--- config.mk ---
export PLATFORM = sky130hd
export DESIGN_NAME = fifo_rd_packer
export DESIGN_NICKNAME = d
export VERILOG_FILES = /design/src/rtl/fifo_pkg.sv /design/src/rtl/fifo_rd_out_reg.sv /design/src/rtl/fifo_rd_packer.sv
export SDC_FILE = /design/constraint.sdc
export NUM_CORES = 1
export LEC_CHECK = 0
export CAP_MARGIN = 20
export CORE_UTILIZATION = 45
export DETAILED_ROUTE_END_ITERATION = 16
export PLACE_DENSITY = 0.76
export SLEW_MARGIN = 0
export SYNTH_ARGS = -nofsm -noshare
export SYNTH_HDL_FRONTEND = slang
export SYNTH_HIERARCHICAL = 1
export SYNTH_SLANG_ARGS = --single-unit
--- constraint.sdc ---
create_clock -name rclk -period 1.69 [get_ports rclk]
set_clock_uncertainty 0.1 [all_clocks]
set_input_delay 0.338 -clock rclk [delete_from_list [all_inputs] [get_ports rclk]]
set_output_delay 0.338 -clock rclk [all_outputs]
set_load 0.01 [all_outputs]
--- src/rtl/fifo_pkg.sv ---
// Shared constants and helpers for the async-FIFO read-side packer.
package fifo_pkg;

  localparam int DWIDTH_DEF = 8;
  localparam int PACK_DEF   = 4;
  localparam int PACK_MAX   = 16;

  function automatic int cnt_width(input int pack);
    return $clog2(pack + 1);
  endfunction

  localparam int CNTW = cnt_width(PACK_DEF);

  // Low `cnt` bits set; callers slice the result down to PACK bits.
  function automatic logic [PACK_MAX-1:0] keep_mask(input int unsigned cnt);
    logic [PACK_MAX:0] one;
    logic [PACK_MAX:0] m;
    one    = '0;
    one[0] = 1'b1;
    m      = (one << cnt) - one;
    return m[PACK_MAX-1:0];
  endfunction

endpackage

--- src/rtl/fifo_rd_out_reg.sv ---
// Valid/ready holding register: loads a word, holds it while stalled, clears once accepted.
module fifo_rd_out_reg #(
  parameter int W = 32
) (
  input  logic         clk_i,
  input  logic         reset_i,
  input  logic         load_i,
  input  logic [W-1:0] data_i,
  input  logic         ready_i,
  output logic [W-1:0] data_o,
  output logic         valid_o
);

  logic [W-1:0] data_q, data_d;
  logic         valid_q, valid_d;

  // A load in the accept cycle reloads and keeps valid high (back-to-back words).
  always_comb begin
    data_d  = data_q;
    valid_d = valid_q;
    if (load_i) begin
      data_d  = data_i;
      valid_d = 1'b1;
    end else if (valid_q && ready_i) begin
      valid_d = 1'b0;
    end
  end

  always_ff @(posedge clk_i) begin
    if (reset_i) begin
      data_q  <= '0;
      valid_q <= 1'b0;
    end else begin
      data_q  <= data_d;
      valid_q <= valid_d;
    end
  end

  assign data_o  = data_q;
  assign valid_o = valid_q;

endmodule

--- src/rtl/fifo_rd_packer.sv ---
// Drains the FIFO and packs PACK entries per output word on a valid/ready port.
// Define PACKER_FLUSH_EN to add a flush input that emits partial words with out_keep.
module fifo_rd_packer
  import fifo_pkg::*;
#(
  parameter  int DWIDTH = DWIDTH_DEF,
  parameter  int PACK   = PACK_DEF,
  localparam int OWIDTH = PACK * DWIDTH
) (
  input  logic              rclk,
  input  logic              reset,
  input  logic              empty,
  output logic              pop,
  input  logic [DWIDTH-1:0] rdata,
  output logic [OWIDTH-1:0] out_data,
  output logic              out_valid,
`ifdef PACKER_FLUSH_EN
  input  logic              flush,
  output logic [PACK-1:0]   out_keep,
`endif
  input  logic              out_ready
);

  localparam int            CW   = cnt_width(PACK);
  localparam logic [CW-1:0] LAST = CW'(PACK - 1);
`ifdef PACKER_FLUSH_EN
  localparam int            PW   = OWIDTH + PACK;
`else
  localparam int            PW   = OWIDTH;
`endif

  logic [CW-1:0]     cnt_q, cnt_d, eff;
  logic              inflight_q;
  logic [OWIDTH-1:0] asm_q, asm_d, asm_wr;
  logic              load;
  logic [PW-1:0]     load_payload, out_payload;
  logic              pop_hold;

`ifdef PACKER_FLUSH_EN
  logic                flush_pend_q, flush_pend_d;
  logic [PACK_MAX-1:0] mask_full;

  assign mask_full = keep_mask(32'(cnt_q));
  assign pop_hold  = flush_pend_q || ((eff == LAST) && out_valid);
`else
  assign pop_hold  = (eff == LAST) && out_valid;
`endif

  assign eff = cnt_q + CW'(inflight_q);
  // Never request the completing entry while the output register is still occupied.
  assign pop = !reset && !empty && !pop_hold;

  always_comb begin
    // NOTE: every signal driven here is defaulted first so no path can infer a latch.
    cnt_d        = cnt_q;
    asm_d        = asm_q;
    asm_wr       = asm_q;
    load         = 1'b0;
    load_payload = '0;
`ifdef PACKER_FLUSH_EN
    flush_pend_d = flush_pend_q | flush;
`endif
    for (int i = 0; i < PACK; i++) begin
      if (cnt_q == CW'(i)) asm_wr[i*DWIDTH +: DWIDTH] = rdata;
    end

    if (inflight_q) begin
      if (cnt_q == LAST) begin
        load  = 1'b1;
        cnt_d = '0;
        asm_d = '0;
`ifdef PACKER_FLUSH_EN
        load_payload = {{PACK{1'b1}}, asm_wr};
`else
        load_payload = asm_wr;
`endif
      end else begin
        cnt_d = cnt_q + CW'(1);
        asm_d = asm_wr;
      end
    end
`ifdef PACKER_FLUSH_EN
    else if (flush_pend_q && !out_valid) begin
      flush_pend_d = flush;
      if (cnt_q != '0) begin
        load         = 1'b1;
        load_payload = {mask_full[PACK-1:0], asm_q};
        cnt_d        = '0;
        asm_d        = '0;
      end
    end
`endif
  end

  // NOTE: sequential state uses non-blocking assignments so every register sees pre-edge values.
  always_ff @(posedge rclk) begin
    if (reset) begin
      // NOTE: the assembly data register is cleared too, so no stale entry leaks into a later word.
      cnt_q        <= '0;
      inflight_q   <= 1'b0;
      asm_q        <= '0;
`ifdef PACKER_FLUSH_EN
      flush_pend_q <= 1'b0;
`endif
    end else begin
      cnt_q        <= cnt_d;
      inflight_q   <= pop;
      asm_q        <= asm_d;
`ifdef PACKER_FLUSH_EN
      flush_pend_q <= flush_pend_d;
`endif
    end
  end

  fifo_rd_out_reg #(.W(PW)) u_out_reg (
    .clk_i   (rclk),
    .reset_i (reset),
    .load_i  (load),
    .data_i  (load_payload),
    .ready_i (out_ready),
    .data_o  (out_payload),
    .valid_o (out_valid)
  );

  assign out_data = out_payload[OWIDTH-1:0];
`ifdef PACKER_FLUSH_EN
  assign out_keep = out_payload[PW-1 -: PACK];
`endif

endmodule

# --- Yosys cells after proc, flatten, opt, wreduce, memory -nomap -nowiden ---
# Cells that the tools add are included.
classes:
  addsub: 2
  eq_ne: 4
  mux: 12
  n_reduce_logical: 9
ops:
  columns: ["cell", "n"]
  rows:
  - ["$mux W32", 3]
  - ["$mux W8", 4]
  - ["$eq A3 B2 Y1 const B", 3]
  - ["$logic_and A1 B1 Y1", 4]
  - ["$mux W1", 4]
  - ["$add A3 B1 Y3", 1]
  - ["$add A3 B1 Y3 const B", 1]
  - ["$eq A3 B1 Y1 const B", 1]
  - ["$logic_not A1 Y1", 3]
  - ["$logic_not A3 Y1", 1]
  - ["$mux W3", 1]
  - ["$reduce_bool A2 Y1", 1]
totals:
  register_bits: 69
  in_bits: 12
  out_inout_bits: 34
  wordCells: 32

# --- Logic depth before layout (Yosys ltp) ---
logic_depth:
  ltp_word: 5
  ltp_mapped: 8
  ltp_nobuf: 7

# --- Modules after synthesis ---
# Netlist, hierarchy kept.
by_module_without_submodules:
  columns: ["mod", "n_inst", "cells_each", "area_per_inst_um2", "seq_area_each_um2"]
  rows:
  - ["fifo_rd_packer", 1, 161, 1619.1, 560.5]
  - ["fifo_rd_out_reg", 1, 108, 1204.9, 660.6]

# --- Least setup slack after synthesis ---
# No wires, ideal clock.
synth_timing:
  path_type: "reg-to-output"
  from: "register inflight_q"
  to: "output pop"
  arrival_time_ns: 1.230
  t_required_ns: 1.252
  path_slack_ns: 0.022
  path_stages_with_launch: 6
  n_path_buf: 0
  path_cell_list: "dfxtp_1 ha_1 ha_1 xor2_1 nor2_1 nor3_1"
synth_via:
  elab_chain_cells: 5
synth_lines:
  columns: ["item", "line_no", "rtl"]
  rows:
  - ["start, declared", "fifo_rd_packer.sv:33", "logic inflight_q;"]
  - ["start signal, assigned", "fifo_rd_packer.sv:107", "inflight_q <= pop;"]
  - ["$add A3 B1 Y3", "fifo_rd_packer.sv:49", "assign eff = cnt_q + CW'(inflight_q);"]
  - ["$eq A3 B2 Y1", "fifo_rd_packer.sv:46", "assign pop_hold = (eff == LAST) && out_valid;"]
  - ["$logic_and A1 B1 Y1", "fifo_rd_packer.sv:46", null]
  - ["$logic_not A1 Y1", "fifo_rd_packer.sv:51", "assign pop = !reset && !empty && !pop_hold;"]
  - ["$logic_and A1 B1 Y1", "fifo_rd_packer.sv:51", null]
  - ["end, declared", "fifo_rd_packer.sv:13", "output logic pop,"]
# Every way passes these cells.

# --- Final worst setup path ---
layout_timing:
  from: "register cnt_q[0]"
  to: "output pop"
layout_via:
  elab_chain_cells: 5
layout_lines:
  columns: ["item", "line_no", "rtl"]
  rows:
  - ["start, declared", "fifo_rd_packer.sv:32", "logic [CW-1:0] cnt_q, cnt_d, eff;"]
  - ["start signal, assigned", "fifo_rd_packer.sv:106", "cnt_q <= cnt_d;"]
  - ["$add A3 B1 Y3", "fifo_rd_packer.sv:49", null]
  - ["$eq A3 B2 Y1", "fifo_rd_packer.sv:46", null]
  - ["$logic_and A1 B1 Y1", "fifo_rd_packer.sv:46", null]
  - ["$logic_not A1 Y1", "fifo_rd_packer.sv:51", null]
  - ["$logic_and A1 B1 Y1", "fifo_rd_packer.sv:51", null]
# Every way passes these cells.

==> metrics.md <==
| Metric | Value |
|---|---|
| NumNets Final | `352` |
| Root buf cell | `clkbuf_8` |
| Post-DP Area | `3342 µm²` |
| Placed Cells | `391` |
| Post-layout util | `0.6422` |
| P_leak | `1.627 nW` |
| Bufs on Longest Clock Path | `2` |
| Reg2Reg Depth | `10` |
| CTS buffer count | `9` |
| CORE AREA | `5991 µm²` |
| DR iter-0 viols | `115` |
| Final Critical Period | `1.898 ns` |
| Layout cells sized above 1 | `0.2242` |
| Vias in the first global route | `2036` |
| Cell count after synthesis | `269` |
| GRT Total Usage | `0.2104` |
| Fin. Hold Viols | `0` |
| IO Pins | `46` |
| Ys Warns | `6` |
| Chip Width | `81.22 µm` |
| Failing checks | `negative setup slack` |
| Worst R2R End | `u_out_reg/data_o[22]` |
| CTS H-tree lvls | `3` |
| Synth top area cells | `dfxtp_1, mux2i_1, nor2_1` |
| Yosys cell types | `26` |
| Yosys top cell by area | `dfxtp_1` |
| Die height | `81.22 µm` |
| Detail Route Antenna Nets | `0` |
| Post-synthesis sequential area ratio | `0.4324` |
| Row count | `28` |
| Crit path required time | `1.25 ns` |
| Hold depth | `1` |
| Peak supply drop | `0.4403 mV` |
| Die Area | `6596 µm²` |
| CP Capture Type | `output pin` |
| Antenna fix cells | `0` |
| Routed Wire Length | `6441 µm` |
| Fin cells | `414` |
| Largest net degree at the start of global routing | `49` |
| Cell Area, Synth | `2824 µm²` |
| Yosys reg bits | `61` |
| Max cap viols | `0` |
| Yosys top cell area share | `0.4324` |
| Clk_lat worst skew | `0.34 ns` |
| Pre-CTS WS | `-0.3171 ns` |
| Reg clk slew, reported paths | `0.07 ns` |
| Data arrival time of the worst path | `1.46 ns` |
| Final worst path period share | `1.123` |
| Synthesized area per cell | `10.50 µm²` |
| Net count after synthesis | `287` |
| Initial antenna violation count | `0` |
| First-pass GRT wire length | `10040 µm` |
| Hold_sp | `asm_q[14]` |
| Unrepaired setup endpoints after global routing | `true` |
| Hold EP | `asm_q[14]` |
| Overflow left after global routing | `0` |
| PD cells | `828.1 nW/µm²` |
| Worst Setup Slack, final | `-0.2085 ns` |
| Max-slew violations | `0` |
| Drt wl/cell | `15.56 µm` |
| DR vias/cell | `5.171` |
| FF-to-FF Start | `cnt_q[0]` |
| Finished Cell Area | `3847 µm²` |
| Worst-path fanout max | `2` |
| Worst slew pin tran | `0.5531 ns` |
| Layout area overhead | `36.24%` |
| Setup violations, final | `56` |
| Number of remaining DRC errors | `0` |
| Startpoint Class | `flip-flop` |
| Critical Path Start | `cnt_q[0]` |
| DP Wirelength | `4055 µm` |
| Final Wtd Congestion | `0.8351` |
| Vias | `2141` |
| Starting Density | `0.4714` |
| Status | `finished with violations` |
| Number of buffers added on ports | `45` |
| Clock sinks | `61` |
| Drt first pass iters | `4` |
| R2R Setup Slk | `-0.21 ns` |
| CTS tree | `done` |
| Critical path class | `flip-flop to output pin` |
| Setup TNS | `-3.696 ns` |
| Hold-fix buffers at CTS | `0` |
| Slew headroom | `0.6313` |
| Max Clk Rate | `526.7 MHz` |
| Hold Crit Class | `flip-flop to flip-flop` |
-- critical path: stages, from the launching register on --
cell	delay [ns]
dfxtp_2	0.34
ha_4	0.16
ha_4	0.15
xor2_2	0.14
nor2_2	0.06
nor3_1	0.12
buf_2	0.15
-- registers in the layout, indices dropped and copies added (netlist names) --
name and flops:
asm_q 24, cnt_q 3, inflight_q 1, u_out_reg/valid_o 1, u_out_reg/data_o 32
-- worst max path at each step --
stage | to | slack, ns
floorplan | pop | 0.02
global placement | pop | -0.30
detailed placement | pop | -0.32
CTS | pop | -0.25
global route | u_out_reg/data_o[22] | -0.27
finish | pop | -0.21
-- cell type report --
type | instances | area [µm²]
fillers | 497 | 2143
multi-input cells | 188 | 1570
flip-flops and latches | 61 | 1225
repair buffers | 69 | 699.4
clock buffers | 9 | 123.9
well taps | 75 | 93.84
clock inverters | 7 | 90.09
inverters | 5 | 45.04
-- cells in the final DEF (no fill, tap or decap), types with 6 or more instances in the layout --
cell	n
nor2b_1	8
dfxtp_1	58
clkbuf_8	9
nor2_1	56
mux2i_1	51
buf_4	15
dlymetal6s2s_1	14
clkdlybuf4s50_1	28
a22o_1	24
ha_4	6
buf_6	6
and2_1	8
-- layer usage --
layer	track usage	part of all wire	vias up
met3	0.04719	0.033	17
met4	0.1107	0.032	0
met2	0.3437	0.50	42
li1	-	-	1054
met1	0.2571	0.44	1028
met5	0	0	-
-- what timing repair did --
| action | CTS | global route |
|---|---|---|
| resized for setup | 27 | 44 |
| pin swaps | 5 | 16 |
| buffers inserted | 0 | 7 |
| setup endpoints to repair | 58 | 55 |
-- power by group --
part | switching, mW | internal [mW]
Clock | 0.582 | 0.821
Sequential | 0.0129 | 1.46
Combinational | 0.156 | 0.158
-- cell families (layout without fill, tap and decap cells) --
group           Yosys count  after routing  share of synthesized area
simple gates             94             94                     0.1777
flops                    61             61                     0.4324
mux                      56             56                     0.1985
compound gates           31             31                    0.09969
buf+inv                  20             90                    0.06203
fa+ha+maj                 6              6                    0.02658
xor+xnor                  1              1                   0.003102
-- metrics by stage --
step	total power, mW	hold WS (ns)
4_1_cts	3.168	0.3846
3_3_place_gp	1.742	0.3617
3_5_place_dp	1.748	0.3635
6_report	3.186	0.3814
5_1_grt	3.297	0.4040
2_1_floorplan	1.647	0.3169
-- synth_stat cells --
cell       n
and2_1     8
nor2b_1   11
or2_1      3
clkbuf_1   2
a21oi_4    3
inv_1      4
buf_6      5
nor3_1     2
nand2b_1   4
a21oi_1    3
nor3b_4    3
and2b_4    1
nand2b_4   1
a211oi_1   1
dfxtp_1   61
nand2_8    1
nor2_1    57
buf_12     3
mux2i_1   56
buf_2      3
inv_8      1
nand3_1    3
ha_1       6
clkbuf_2   2
xor2_1     1
a22o_1    24
No activity file was read; power rests on OpenSTA's default activity.
